$ cat src/rtl/baud_pkg.sv
// baud_pkg -- shared constants, FSM state type and baud coefficient table
// for the UART baud-rate change controller (baud_ctrl).
//
// Coefficients assume a 50 MHz in_clk and 16x oversampling. Index 7 is
// reserved; a zero coefficient marks an index as invalid.
package baud_pkg;

   localparam int COEF_W = 14;
   localparam int SEL_W  = 3;
   localparam int CNT_W  = 16;

   typedef enum logic [2:0] {
      IDLE,
      DRAIN,
      LOAD,
      SETTLE,
      DONE
   } baud_state_e;

   localparam logic [COEF_W-1:0] BAUD_COEF [0:(1<<SEL_W)-1] = '{
      14'd10417, 14'd2604, 14'd651, 14'd326,
      14'd163,   14'd81,   14'd27,  14'd0
   };

endpackage

$ cat src/rtl/baud_ctrl.sv
// baud_ctrl -- sequences a safe baud-rate change on a UART.
//
// A request is accepted in IDLE. The controller holds both transmitter and
// receiver off new frames, waits for them to go idle (bounded by
// DRAIN_TIMEOUT), restarts the clock divider with the new coefficient, lets
// the divider run one full period, then commits the new index.
//
// Ports:
//   in_clk, rst          clock, async active-low reset
//   cfg_valid/cfg_ready  request handshake, cfg_sel = requested index
//   tx_busy, rx_busy     transmitter / receiver mid-frame
//   tx_hold, rx_hold     block new frames while high
//   coef, div_rst_n      coefficient and active-low restart for the divider
//   cur_sel              index currently applied
//   cfg_done, cfg_err    one-cycle success / failure pulses
module baud_ctrl
   import baud_pkg::*;
#(
   parameter logic [SEL_W-1:0] DEFAULT_SEL   = 3'd3,
   parameter logic [CNT_W-1:0] DRAIN_TIMEOUT = 16'd50000
) (
   input  logic              in_clk,
   input  logic              rst,
   input  logic              cfg_valid,
   input  logic [SEL_W-1:0]  cfg_sel,
   output logic              cfg_ready,
   input  logic              tx_busy,
   input  logic              rx_busy,
   output logic              tx_hold,
   output logic              rx_hold,
   output logic [COEF_W-1:0] coef,
   output logic              div_rst_n,
   output logic [SEL_W-1:0]  cur_sel,
   output logic              cfg_done,
   output logic              cfg_err
);

   baud_state_e       state_q, state_d;
   logic [SEL_W-1:0]  sel_q, cur_sel_q;
   logic [COEF_W-1:0] coef_q;
   logic [CNT_W-1:0]  cnt_q;
   logic              same_q, err_q;

   logic accept, sel_invalid, sel_same, cnt_last, busy;

   assign accept      = cfg_valid && (state_q == IDLE);
   assign sel_invalid = (BAUD_COEF[cfg_sel] == '0);
   assign sel_same    = (cfg_sel == cur_sel_q);
   assign busy        = tx_busy || rx_busy;
   // Last cycle of the current count; also true at 0 so a zero load never wraps.
   assign cnt_last    = (cnt_q <= CNT_W'(1));

   // Next state and state-decoded outputs
   always_comb begin
      state_d   = state_q;
      cfg_ready = 1'b0;
      tx_hold   = 1'b1;
      rx_hold   = 1'b1;
      div_rst_n = 1'b1;
      unique case (state_q)
         IDLE: begin
            cfg_ready = 1'b1;
            tx_hold   = 1'b0;
            rx_hold   = 1'b0;
            if (cfg_valid && !sel_invalid && !sel_same)
               state_d = DRAIN;
         end
         DRAIN: begin
            if (!busy)
               state_d = LOAD;
            else if (cnt_last)
               state_d = IDLE;
         end
         LOAD: begin
            div_rst_n = 1'b0;
            state_d   = SETTLE;
         end
         SETTLE: begin
            if (cnt_last)
               state_d = DONE;
         end
         DONE: begin
            state_d = IDLE;
         end
         default: state_d = IDLE;
      endcase
   end

   always_ff @(posedge in_clk or negedge rst) begin
      if (!rst)
         state_q <= IDLE;
      else
         state_q <= state_d;
   end

   // Datapath: latched request, applied coefficient/index, shared counter
   always_ff @(posedge in_clk or negedge rst) begin
      if (!rst) begin
         sel_q     <= DEFAULT_SEL;
         cur_sel_q <= DEFAULT_SEL;
         coef_q    <= BAUD_COEF[DEFAULT_SEL];
         cnt_q     <= '0;
         same_q    <= 1'b0;
         err_q     <= 1'b0;
      end else begin
         if (accept)
            sel_q <= cfg_sel;

         // Coefficient changes on the edge into LOAD so the divider sees the
         // new value during its restart cycle.
         if (state_q == DRAIN && state_d == LOAD)
            coef_q <= BAUD_COEF[sel_q];

         if (state_q == DONE)
            cur_sel_q <= sel_q;

         if (state_q != DRAIN && state_d == DRAIN)
            cnt_q <= DRAIN_TIMEOUT;
         else if (state_q != SETTLE && state_d == SETTLE)
            cnt_q <= {{(CNT_W-COEF_W){1'b0}}, coef_q};
         else if (cnt_q != '0)
            cnt_q <= cnt_q - CNT_W'(1);

         // Pulses that complete without leaving IDLE
         same_q <= accept && !sel_invalid && sel_same;
         err_q  <= (accept && sel_invalid) ||
                   (state_q == DRAIN && busy && cnt_last);
      end
   end

   assign coef     = coef_q;
   assign cur_sel  = cur_sel_q;
   assign cfg_done = (state_q == DONE) || same_q;
   assign cfg_err  = err_q;

endmodule

$ cat config.mk
export PLATFORM = sky130hd
export DESIGN_NAME = baud_ctrl
export DESIGN_NICKNAME = d
export VERILOG_FILES = /design/src/rtl/baud_pkg.sv /design/src/rtl/baud_ctrl.sv
export SDC_FILE = /design/constraint.sdc
export NUM_CORES = 1
export LEC_CHECK = 0
export BUFFER_PORTS_ARGS = -buffer_cell sky130_fd_sc_hd__buf_2
export CORE_ASPECT_RATIO = 1.25
export CORE_MARGIN = 3
export CORE_UTILIZATION = 40
export CTS_CLUSTER_SIZE = 10
export DETAILED_ROUTE_END_ITERATION = 12
export HOLD_SLACK_MARGIN = 0.08
export PLACE_DENSITY = 0.63
export SYNTH_ARGS = -nofsm -noshare
export SYNTH_HDL_FRONTEND = slang
export SYNTH_SLANG_ARGS = --single-unit
$ cat constraint.sdc
create_clock -name in_clk -period 3.6 [get_ports in_clk]
set_input_delay 0.18 -clock in_clk [delete_from_list [all_inputs] [get_ports in_clk]]
set_output_delay 0.18 -clock in_clk [all_outputs]
set_load 0.01 [all_outputs]
Yosys cells after proc, flatten, opt, wreduce, memory -nomap -nowiden
Memories as Yosys holds them, arrays and structs flattened. A register that Yosys moved wholly into a read port is not among the register bits.
Index checks and enable logic that the tools add are counted.
{"block": "totals", "out_inout_bits": 23, "word_cells": 57, "regBits": 27, "memories": 2, "in_bits": 8, "rom_bits": 224}
{"block": "op_classes", "n_addsub": 1, "n_reduce_logical": 21, "n_eq_ne": 10, "magnitude_cmp": 2, "mux": 13, "bitwise": 2}
{"name": "(no name shown)", "depth": 8, "word_bits": 14, "rd": 1, "rd_clocked_by_memory_dff": 1, "write_ports": 0, "line_no": "baud_ctrl.sv:112", "source": "coef_q <= BAUD_COEF[sel_q];"}
{"name": "(no name shown)", "depth": 8, "word_bits": 14, "rd": 1, "rd_clocked_by_memory_dff": 0, "write_ports": 0, "line_no": "baud_ctrl.sv:47", "source": "assign sel_invalid = (BAUD_COEF[cfg_sel] == '0);"}
{"op": "2-to-1 mux 16 bit", "count": 3}
{"op": "2-to-1 mux 14 bit", "count": 2}
{"op": "<= comparator 16 x 1 -> 1 bit (second input constant)", "count": 1}
{"op": "nonzero test 16 bit", "count": 1}
{"op": "subtractor 16 x 1 -> 16 bit (second input constant)", "count": 1}
{"op": "logical NOT 14 bit", "count": 1}
{"op": "equality test 3 x 2 -> 1 bit (second input constant)", "count": 4}
{"op": "2-to-1 mux 3 bit", "count": 4}
{"op": "one-hot mux 3 bit (4 select lines)", "count": 1}
{"op": "logical AND 1 bit", "count": 11}
{"op": "NOT 3 -> 4 bit", "count": 2}
{"op": "equality test 3 x 1 -> 1 bit (second input constant)", "count": 2}
{"op": "greater-or-equal comparator 4 bit (second input constant)", "count": 1}
{"op": "equality test 3 bit", "count": 1}
{"op": "equality test 3 bit (second input constant)", "count": 1}
{"op": "logical NOT 1 bit", "count": 3}
{"op": "logical NOT 3 bit", "count": 1}
{"op": "logical OR 1 bit", "count": 3}
{"op": "2-to-1 mux 1 bit", "count": 3}
{"op": "inequality test 3 x 1 -> 1 bit (second input constant)", "count": 1}
{"op": "inequality test 3 x 2 -> 1 bit (second input constant)", "count": 1}
{"op": "nonzero test 3 bit", "count": 1}

Longest topological paths before layout
Gate-level depths: netlist (run 1).
{"block": "depth", "word_depth": 14, "depth_mapped": 9, "depth_no_buf": 7}

Least setup slack after synthesis (run 1)
Ideal clock, no wire load.
{"block": "synth_path", "kind": "reg2reg", "from": "reg cnt_q[7]", "to": "reg cnt_q[14]", "arrival_time_ns": 1.677, "required_ns": 3.481, "setup_slack_ns": 1.804, "period_less_slack_ns": 1.796, "stages_incl_launch_ff": 5, "path_buffers": 0, "cell_sequence": "dfrtp_1 > or4_4 > or3_1 > xnor2_1 > a21o_2"}
{"block": "synth_between", "elab_chain_cells": 8}
{"element": "start: declaration", "line_no": "baud_ctrl.sv:41", "source": "logic [CNT_W-1:0] cnt_q;"}
{"element": "start signal: assignment", "line_no": "baud_ctrl.sv:120", "source": "cnt_q <= {{(CNT_W-COEF_W){1'b0}}, coef_q};"}
{"element": "start signal: assignment", "line_no": "baud_ctrl.sv:122", "source": "cnt_q <= cnt_q - CNT_W'(1);"}
{"element": "<= comparator 16 x 1 -> 1 bit", "line_no": "baud_ctrl.sv:51", "source": "assign cnt_last = (cnt_q <= CNT_W'(1));"}
{"element": "2-to-1 mux 3 bit", "line_no": "baud_ctrl.sv:71", "source": "else if (cnt_last)"}
{"element": "2-to-1 mux 3 bit", "line_no": "baud_ctrl.sv:69", "source": "if (!busy)"}
{"element": "one-hot mux 3 bit (4 select lines)", "line_no": "baud_ctrl.sv:60", "source": "unique case (state_q)"}
{"element": "equality test 3 x 2 -> 1 bit", "line_no": "baud_ctrl.sv:119", "source": "else if (state_q != SETTLE && state_d == SETTLE)"}
{"element": "logical AND 1 bit", "line_no": "baud_ctrl.sv:119"}
{"element": "2-to-1 mux 16 bit", "line_no": "baud_ctrl.sv:119"}
{"element": "2-to-1 mux 16 bit", "line_no": "baud_ctrl.sv:117", "source": "if (state_q != DRAIN && state_d == DRAIN)"}
Parallel ways exist; a longest one is shown, timed or not. The select of a mux whose other input is x is not followed.
A chain may end at the register's enable or synchronous reset.

Final worst setup path (run 1)
Same ends and word-level chain as after synthesis.

==> results by group, run 1 <==
Synthesis
  – Area leader, netlist: dfrtp_1
  – Post-synth top area share: between 30% and 40%
  – Syn_area_per_cell: approximately 10 um2
  – Post-synthesis sequential area ratio: 46.1%
  – Synth Area in Adders: between 6 and 7%
  – Area contributors post-synth: dfrtp_1, dfstp_2, ha_1, nand2_1, xnor2_1
  – Synth unique cells: 49
  – Compound-gate portion of the synthesized area: ~12%
  – Post-Syn Area: about 0.0021 mm2
  – Top post-synthesis cells by count: dfrtp_1, nand2_1, o21ai_0
  – Post-synthesis mux area share: under 10%
  – Synth Register Bits: 39
  – Cell with the most instances after synthesis: dfrtp_1
  – Post-synth EDFFs: 0
  – Synth Instances: around 220
  – Asr flop ratio synth: between 90% and 100%
  – Simple-gate portion of the synthesized area: between 20% and 30%
  – Largest family of logic cells by synthesized area: simple AND/OR/NAND/NOR gates
  – Main synth FF type: dfrtp_1
  – Xor-xnor portion of the synthesized cell area: under 10%
  – Yosys Warn Count: 0

Finish
  – Fillers: 502
  – NumNets Final: approximately 260
  – Final Cell Area: ~0.0024 mm2
  – Non-Filler Instances: 307
  – Fraction of layout cells with a size suffix above 1: 26.1%
  – Final core utilization: 47.2%
  – # diodes: 0
  – Layout area overhead: 12.9%

Placement
  – Placed cell areas: roughly 0.0023 mm2
  – PortBufs: 28
  – GP Congestion: between 0.8 and 0.9
  – Placed instance count: around 300
  – HPWL Detailed: approximately 3.3 mm

Clock tree
  – Worst skew pair latency: roughly 300 ps
  – CTS resizes: 0
  – Sinks on the clock net: 39
  – Num CTS Buffers: 5
  – CTS tree: done
  – CTS max path bufs: 2
  – Clock Pin Slew Worst Setup and Hold Paths: ~80 ps
  – CTS H-tree depth: 2
  – Clk root buf: clkbuf_8

Critical path
  – Worst setup EP type: flip-flop
  – Critical Path AT: about 2100 ps
  – Startpoint types: flip-flop
  – Worst Path Required: 3790 ps
  – Crit-path max FO: 5
  – Worst Reg2Reg Path Length in Cells: 4
  – Critical setup path kind: reg -> reg

Global route
  – Antenna violations before repair: 0
  – Vias in the first global route: roughly 1600
  – Largest net degree at the start of global routing: 40
  – First-pass GRT wire length: between 7 and 8 mm
  – GRT overflow: 0
  – All-Layer GR Usage: about 15%

Drt
  – DRT Wirelength: 4.40 mm
  – Vias/cell: around 5.2
  – Post-route ant nets: 0
  – First drt pass iteration count: 6
  – 1st-iter DRT viols: between 80 and 90
  – DR WL/cell: around 14 um
  – Routed via count: between 1500 and 2000
  – Drc violations: 0

Hold path
  – Worst hold stages: 3
  – Hold Path Class: in -> reg

Pwr
  – Combinational share of power: 42.6%
  – Worst vdd ir: roughly 0.34 mV
  – Int Pwr: approximately 1.2 mW
  – Power density cells: between 800 and 900 mW/mm2
  – Sequential share of power: about 43%
  – Clk network pwr share: between 10% and 20%
  – LEAKAGE: approximately 1.1 nW
  – NetSw: 836 uW
  – Switching share of power: between 40% and 50%

Floorplanning
  – Die ar.: 0.00627 mm2
  – # rows: 29
  – I/O pin count: 31
  – Initial Util: a little over two fifths
  – Die span in x: just over 70 um
  – Die span in y: ~88 um
  – Core Box Area: just over 0.005 mm2

STA
  – Max Clock Freq: around 530 MHz
  – Setup violators final: 0
  – Final setup TNS: 0 ps
  – Worst slew pin tran: about 870 ps
  – Tmin final: about 1900 ps
  – RSZ-0062 raised after global routing: false
  – Slew HR: between 40% and 50%
  – Pins Over Slew Limit: 0
  – Final Hold Fails: 0
  – Setup Skew: between 6 and 7 ps
  – Final period util: between 50% and 60%

Status
  – Status: complete, no violations

Job
  – Max cap viols: 0
## state kept, by name (all words and copies together) (netlist names)
register,flops
cfg_err,1
cnt_q,16
coef,12
cur_sel,3
same_q,1
sel_q,3
state_q,3
## cells in the final DEF (no fill, tap or decap), types with 2 or more instances in the layout
cell,instances
mux2_2,5
a22oi_1,2
nor2_1,14
nor3b_1,2
buf_4,2
xor2_1,5
dfstp_2,8
inv_1,8
o21ai_0,17
clkinvlp_4,2
conb_1,2
nor4_2,2
clkbuf_8,5
nand2b_1,5
ha_1,11
a21oi_1,4
nor4_1,3
xnor2_1,10
buf_2,28
a221o_1,3
dfrtp_1,31
nor3_1,5
or3_1,3
a21boi_0,3
nand3_1,7
nand3b_1,2
a21o_2,2
o31ai_1,4
nand2_1,28
## power groups by stage
stage	clock, mW	sequential [mW]	combinational [mW]
6_report	0.296	0.851	0.852
5_1_grt	0.325	0.887	0.978
4_1_cts	0.311	0.853	0.866
3_5_place_dp	0	0.861	0.855
3_3_place_gp	0	0.853	0.846
2_1_floorplan	0	0.827	0.634
## through the flow
stage	worst slack (ps)	hold WS (ps)	total power [mW]
3_5_place_dp	1710	354	1.72
6_report	1720	149	2.00
2_1_floorplan	1800	-116	1.46
3_3_place_gp	1720	351	1.70
5_1_grt	1510	144	2.19
4_1_cts	1710	135	2.03
## path summary, 6_finish.rpt
kind	startpoint	to	slack [ps]
setup / recovery	cnt_q[7]	cnt_q[14]	1720
max in group asynchronous	rst	coef[11]	2530
hold reg to reg	coef[2]	coef[2]	500
hold / removal	cfg_valid	same_q	150
min in group asynchronous	rst	cnt_q[3]	540
setup reg to reg	cnt_q[7]	cnt_q[14]	1720
## what timing repair did
| action | CTS | global route |
|---|---|---|
| endpoints found under the hold margin | 31 | 0 |
| hold buffers | 1 | 0 |
| setup buffers | 0 | 0 |
## critical path: stages, from the launching register on
cell     delay [ps]
dfrtp_1         440
or4_4           580
or3_1           410
xnor2_1         140
a21o_2          210
## area by class of cell
cell class	count	area (um2)	share of cell area (%)
Multi-Input combinational cell	158	1070	44.1
Clock buffer	5	68.8	2.85
Inverter	9	33.8	1.40
Tap cell	62	77.6	3.21
Sequential cell	39	986	40.8
Timing Repair Buffer	31	165	6.83
Clock inverter	3	20.0	0.828
## layer usage
layer,wire (um),track usage [%],part of all wire (%),up-vias
met5,0,0,0,-
met1,1840,17.7,42,770
met2,2290,27.5,52,27
li1,-,-,-,796
met4,93,6.50,2.1,0
met3,174,3.33,4.0,8
## kinds of logic (layout without fill, tap and decap cells)
kind of cell             count (synthesis)  in the layout
adder cells (fa/ha/maj)                 11             11
AO/OA/AOI/OAI                           40             40
flip-flops                              39             39
multiplexers                             6              6
other                                    1              2
buffers and inverters                   19             48
XOR/XNOR                                15             15
AND/OR/NAND/NOR                         84             84
(Power assumes the default switching activity.)
==> inputs of run 2 (changes only) <==
Settings changed: PLACE_DENSITY 0.63 to 0.65.
Clock period 3.6 ns to 1.5 ns, I/O delays scaled along.
==> run 2 against run 1 <==
Effect of this change: the run now ends with setup timing left; sequential cell count is the same; first-iteration DRC count fell by 28%; power grew to 3.2 times the previous value; core utilization is 14 points higher; design area is 29% higher; clock skew increased by 1.8 ps; critical path type unchanged; critical endpoint unchanged; largest cell class unchanged; largest power group unchanged.
==> results by group, run 2 (same netlist as run 1, synthesis figures left out) <==
Status
  – Status: finished, violations left
  – Failing checks: setup timing

Global route
  – Largest net degree at the start of global routing: 40
  – All-Layer GR Usage: 17.5%
  – GRT overflow: 0
  – Antenna violations before repair: 0
  – First-pass GRT wire length: 8.60 mm
  – Vias in the first global route: approximately 1900

STA
  – Tmin final: 1780 ps
  – Max Clock Freq: about 560 MHz
  – Final Hold Fails: 0
  – RSZ-0062 raised after global routing: true
  – Final period util: 119%
  – Min Hold Slack: ~130 ps
  – Pins Over Slew Limit: 0
  – Final setup margin: -283 ps
  – Setup Skew: between 8 and 9 ps
  – Setup violators final: 21
  – Slew HR: between 60% and 70%
  – Final setup TNS: -3710 ps
  – Worst slew pin tran: 503 ps

Pwr
  – Final Total Pwr: roughly 6.4 mW
  – LEAKAGE: about 1.5 nW
  – Worst vdd ir: 0.752 mV
  – Power density cells: around 2000 mW/mm2

Floorplanning
  – Die span in x: ~71 um
  – Die ar.: 0.00627 mm2
  – Core Box Area: 0.00512 mm2
  – I/O pin count: 31
  – Initial Util: roughly two fifths
  – Die span in y: between 80 and 90 um
  – # rows: 29

Critical path
  – Buf/Inv on CP: 0
  – Largest delay contributor family on the critical path: simple AND/OR/NAND/NOR gates
  – CP Cell Sequence: or4_4 -> or3_4 -> xnor2_1 -> a21o_2
  – Crit-path max FO: 3
  – Critical Path AT: approximately 2000 ps
  – Worst Path Required: 1690 ps
  – Worst setup EP type: flip-flop
  – Slowest cell delay on critical path: between 500 and 600 ps
  – Critical setup path kind: reg -> reg
  – Startpoint types: flip-flop
  – Slowest-stage cell, CP: or4_4

Drt
  – First drt pass iteration count: 4
  – DRT Wirelength: approximately 5.2 mm
  – 1st-iter DRT viols: 64
  – Routed via count: ~1800
  – Post-route ant nets: 0
  – Drc violations: 0
  – Vias/cell: between 5 and 6
  – DR WL/cell: roughly 14 um

Finish
  – Layout area overhead: 45.9%
  – Final core utilization: approximately 61%
  – # diodes: 0
  – Most frequent cells in the layout: buf_4, dfrtp_1, buf_2, nand2_1
  – Fraction of layout cells with a size suffix above 1: about half
  – Biggest register: cnt_q
  – Number of flip-flops in the largest register: 16
  – NumNets Final: approximately 320
  – Commonest non-fill, non-tap cell in the layout: buf_4

Clock tree
  – Num CTS Buffers: 5
  – Sinks on the clock net: 39
  – Clock Pin Slew Worst Setup and Hold Paths: around 80 ps
  – CTS H-tree depth: 2
  – CTS tree: done
  – Clk root buf: clkbuf_8
  – Worst skew pair latency: around 290 ps
  – CTS max path bufs: 2

Job
  – Max cap viols: 0

Placement
  – GP Congestion: 0.836
  – HPWL Detailed: about 3.6 mm
  – Post-Place Worst Slack: -269 ps
  – PortBufs: 28

Hold path
  – Hold Path Class: in -> reg
-- run 2: changes by cell type in the layout (fill, tap and decap cells not counted), moves of 4 or more --
cell     before  now
nand2_1      28   24
buf_4         2   44
nor3_1        5    1
buf_6         0    8
nand3_1       7    3
-- run 2: layout make-up --
cell class	instances	area (um2)
multi-input cells	158	1290
repair buffers	85	621
well taps	62	77.6
fillers	415	1990
clock inverters	2	35.0
inverters	9	33.8
flip-flops and latches	39	987
clock buffers	6	82.6
-- run 2: path summary, 6_finish.rpt --
| path | start | to | slack [ps] | cells after the start |
|---|---|---|---|---|
| max in group asynchronous | rst | state_q[0] | 760 | 3 |
| worst max-delay path | cnt_q[6] | cnt_q[14] | -280 | 4 |
| worst max register to register | cnt_q[6] | cnt_q[14] | -280 | 4 |
| worst min-delay path | tx_busy | state_q[1] | 130 | 4 |
| worst min register to register | coef[1] | coef[1] | 490 | 2 |
| min in group asynchronous | rst | cnt_q[1] | 360 | 3 |
-- run 2: per-stage QoR --
| stage | area [um2] | instances |
|---|---|---|
| 2_1_floorplan | 2180 | 216 |
| 3_3_place_gp | 2660 | 338 |
| 3_5_place_dp | 2660 | 338 |
| 4_1_cts | 2910 | 356 |
| 5_1_grt | 3120 | 361 |
| 6_report | 3120 | 361 |
-- run 2: timing repair --
action                                 4_1_cts  5_1_grt
setup endpoints to repair                   20       22
setup buffers                                6        6
gates cloned                                 0        0
pin swaps                                    6       23
hold buffers                                 4        0
resized for setup                           11       38
endpoints found under the hold margin       34        0
-- run 2: tightest hold or removal path, cell delays in order --
cell	delay, ps
buf_2	70
nor2_1	50
nand3_2	120
o21ai_1	70
-- run 2: where the power goes --
part	total (mW)	internal, mW	switching (mW)
logic	3.52	1.83	1.69
clock network	0.906	0.538	0.368
registers	1.96	1.52	0.439
-- run 2: per-layer routing --
| metal | vias up | track usage [%] | routed length, um |
|---|---|---|---|
| met1 | 868 | 20.0 | 2080 |
| li1 | 911 | - | - |
| met2 | 29 | 32.3 | 2850 |
| met4 | 0 | 6.50 | 60 |
| met5 | - | 0 | 0 |
| met3 | 7 | 3.10 | 173 |
==> inputs of run 3 (changes only) <==
Settings changed: RECOVER_POWER set to 50.
==> run 3 against run 2 <==
Effect of this change: the flow still finishes with violations (setup timing); final cell count unchanged; design area is essentially flat; fmax did not move; clock skew is the same; sequential power is essentially flat; via count stayed put; register-to-register slack is essentially flat; wire length about the same; sequential share of layout area hardly changed; clock-buffer cell count stayed put; critical endpoint unchanged.
==> results by group, run 3 (same netlist as run 1, synthesis figures left out) <==
STA
  – Final setup TNS: -3710 ps
  – Final Hold Fails: 0
  – Tmin final: approximately 1800 ps
  – Pins Over Slew Limit: 0
  – Setup Skew: between 8 and 9 ps
  – Setup violators final: 21
  – Slew HR: approximately a third
  – Max Clock Freq: approximately 560 MHz
  – Worst slew pin tran: just under 1000 ps
  – Final period util: 119%
  – Final setup margin: -283 ps
  – Min Hold Slack: roughly 130 ps
  – RSZ-0062 raised after global routing: true

Drt
  – Routed via count: ~1800
  – 1st-iter DRT viols: 64
  – Drc violations: 0
  – First drt pass iteration count: 4
  – Vias/cell: ~5.0
  – Post-route ant nets: 0
  – DR WL/cell: 14.3 um
  – DRT Wirelength: about 5.2 mm

Critical path
  – Slowest cell delay on critical path: between 500 and 600 ps
  – Reg2reg start: cnt_q[6]
  – Crit-path max FO: 3
  – Buf/Inv on CP: 0
  – FF-to-FF setup slack: -280 ps
  – FF-to-FF End: cnt_q[14]
  – Worst setup EP type: flip-flop
  – Worst Path Required: approximately 1700 ps
  – CP Cell Sequence: or4_4 -> or3_4 -> xnor2_1 -> a21o_2
  – Largest delay contributor family on the critical path: simple AND/OR/NAND/NOR gates
  – Startpoint types: flip-flop
  – Critical Path AT: just under 2000 ps
  – Slowest-stage cell, CP: or4_4
  – Critical setup path kind: reg -> reg
  – Worst Reg2Reg Path Length in Cells: 4

Clock tree
  – Num CTS Buffers: 5
  – Worst skew pair latency: 290 ps
  – CTS tree: done
  – Clock Pin Slew Worst Setup and Hold Paths: 80 ps
  – Sinks on the clock net: 39
  – Clk root buf: clkbuf_8
  – CTS max path bufs: 2
  – CTS H-tree depth: 2

Finish
  – Commonest non-fill, non-tap cell in the layout: buf_4
  – Layout area overhead: 45.8%
  – Most frequent cells in the layout: buf_4, dfrtp_1, buf_2, nand2_1
  – Number of flip-flops in the largest register: 16
  – # diodes: 0
  – Fraction of layout cells with a size suffix above 1: between 40% and 50%
  – Biggest register: cnt_q
  – NumNets Final: between 300 and 400

Pwr
  – Worst vdd ir: 0.752 mV
  – LEAKAGE: roughly 1.5 nW
  – Power density cells: just over 2000 mW/mm2

Floorplanning
  – Core Box Area: around 0.0051 mm2
  – Die ar.: approximately 0.0063 mm2
  – Initial Util: between 40% and 50%
  – I/O pin count: 31
  – # rows: 29
  – Die span in x: between 70 and 80 um
  – Die span in y: around 90 um

Placement
  – GP Congestion: approximately 0.84
  – HPWL Detailed: between 3 and 4 mm
  – PortBufs: 28

Global route
  – Vias in the first global route: 1858
  – GRT overflow: 0
  – Largest net degree at the start of global routing: 40
  – First-pass GRT wire length: around 8.6 mm
  – Antenna violations before repair: 0
  – All-Layer GR Usage: 17.5%

Hold path
  – Worst hold stages: 4
  – Worst Hold End: state_q[1]
  – Min-delay src: tx_busy
  – Hold Path Class: in -> reg

Job
  – Max cap viols: 0

Status
  – Status: finished, violations left
  – Failing checks: setup timing
## run 3: changes by cell type in the layout (fill, tap and decap cells not counted)
cell	previous run	this run
clkbuf_2	0	1
buf_4	44	43
## run 3: how the worst max path moves through the flow
stage | slack, ps | endpoint | startpoint | depth (start not counted)
5_1_grt | -370 | cnt_q[9] | cnt_q[5] | 6
3_3_place_gp | -240 | cnt_q[14] | cnt_q[6] | 4
6_report | -280 | cnt_q[14] | cnt_q[6] | 4
4_1_cts | -280 | cnt_q[14] | cnt_q[6] | 4
3_5_place_dp | -270 | cnt_q[14] | cnt_q[6] | 4
2_1_floorplan | -280 | cnt_q[14] | cnt_q[6] | 4
## run 3: power by group
| group | leakage (nW) | switching (mW) | internal [mW] |
|---|---|---|---|
| Combinational | 0.946 | 1.69 | 1.83 |
| Sequential | 0.477 | 0.439 | 1.52 |
| Clock | 0.0612 | 0.368 | 0.538 |
| Total | 1.48 | 2.50 | 3.89 |
## run 3: what timing repair did
item | CTS | global route
pin swaps | 6 | 23
hold buffers | 4 | 0
endpoints found under the setup margin | 20 | 22
gates resized for setup | 11 | 38
buffers inserted | 6 | 6
hold endpoints to repair | 34 | 0
## run 3: per-stage QoR
step	util, %	instance area (um2)	setup WS [ps]	std cells	power, mW
5_1_grt	61.0	3120	-374	361	6.88
4_1_cts	56.9	2910	-281	356	5.88
2_1_floorplan	-	2180	-281	216	3.59
6_report	61.0	3120	-283	361	6.39
3_5_place_dp	52.1	2660	-269	338	4.77
3_3_place_gp	52.1	2660	-244	338	4.71
## run 3: final cells by class
class,count,area [um2]
Tap cell,62,77.6
Clock inverter,2,35.0
Multi-Input combinational cell,158,1290
Sequential cell,39,987
Inverter,9,33.8
Clock buffer,6,82.6
Fill cell,416,1990
Timing Repair Buffer,85,618
## run 3: worst min-delay path: stages
cell and delay [ps]:
buf_2 70, nor2_1 50, nand3_2 120, o21ai_1 70
## run 3: metal layers
metal	global-route usage [%]	vias to the layer above	routed length, um
met1	20.0	868	2080
met3	3.10	7	173
met5	0	-	0
met2	32.3	29	2850
li1	-	911	-
met4	6.50	0	60
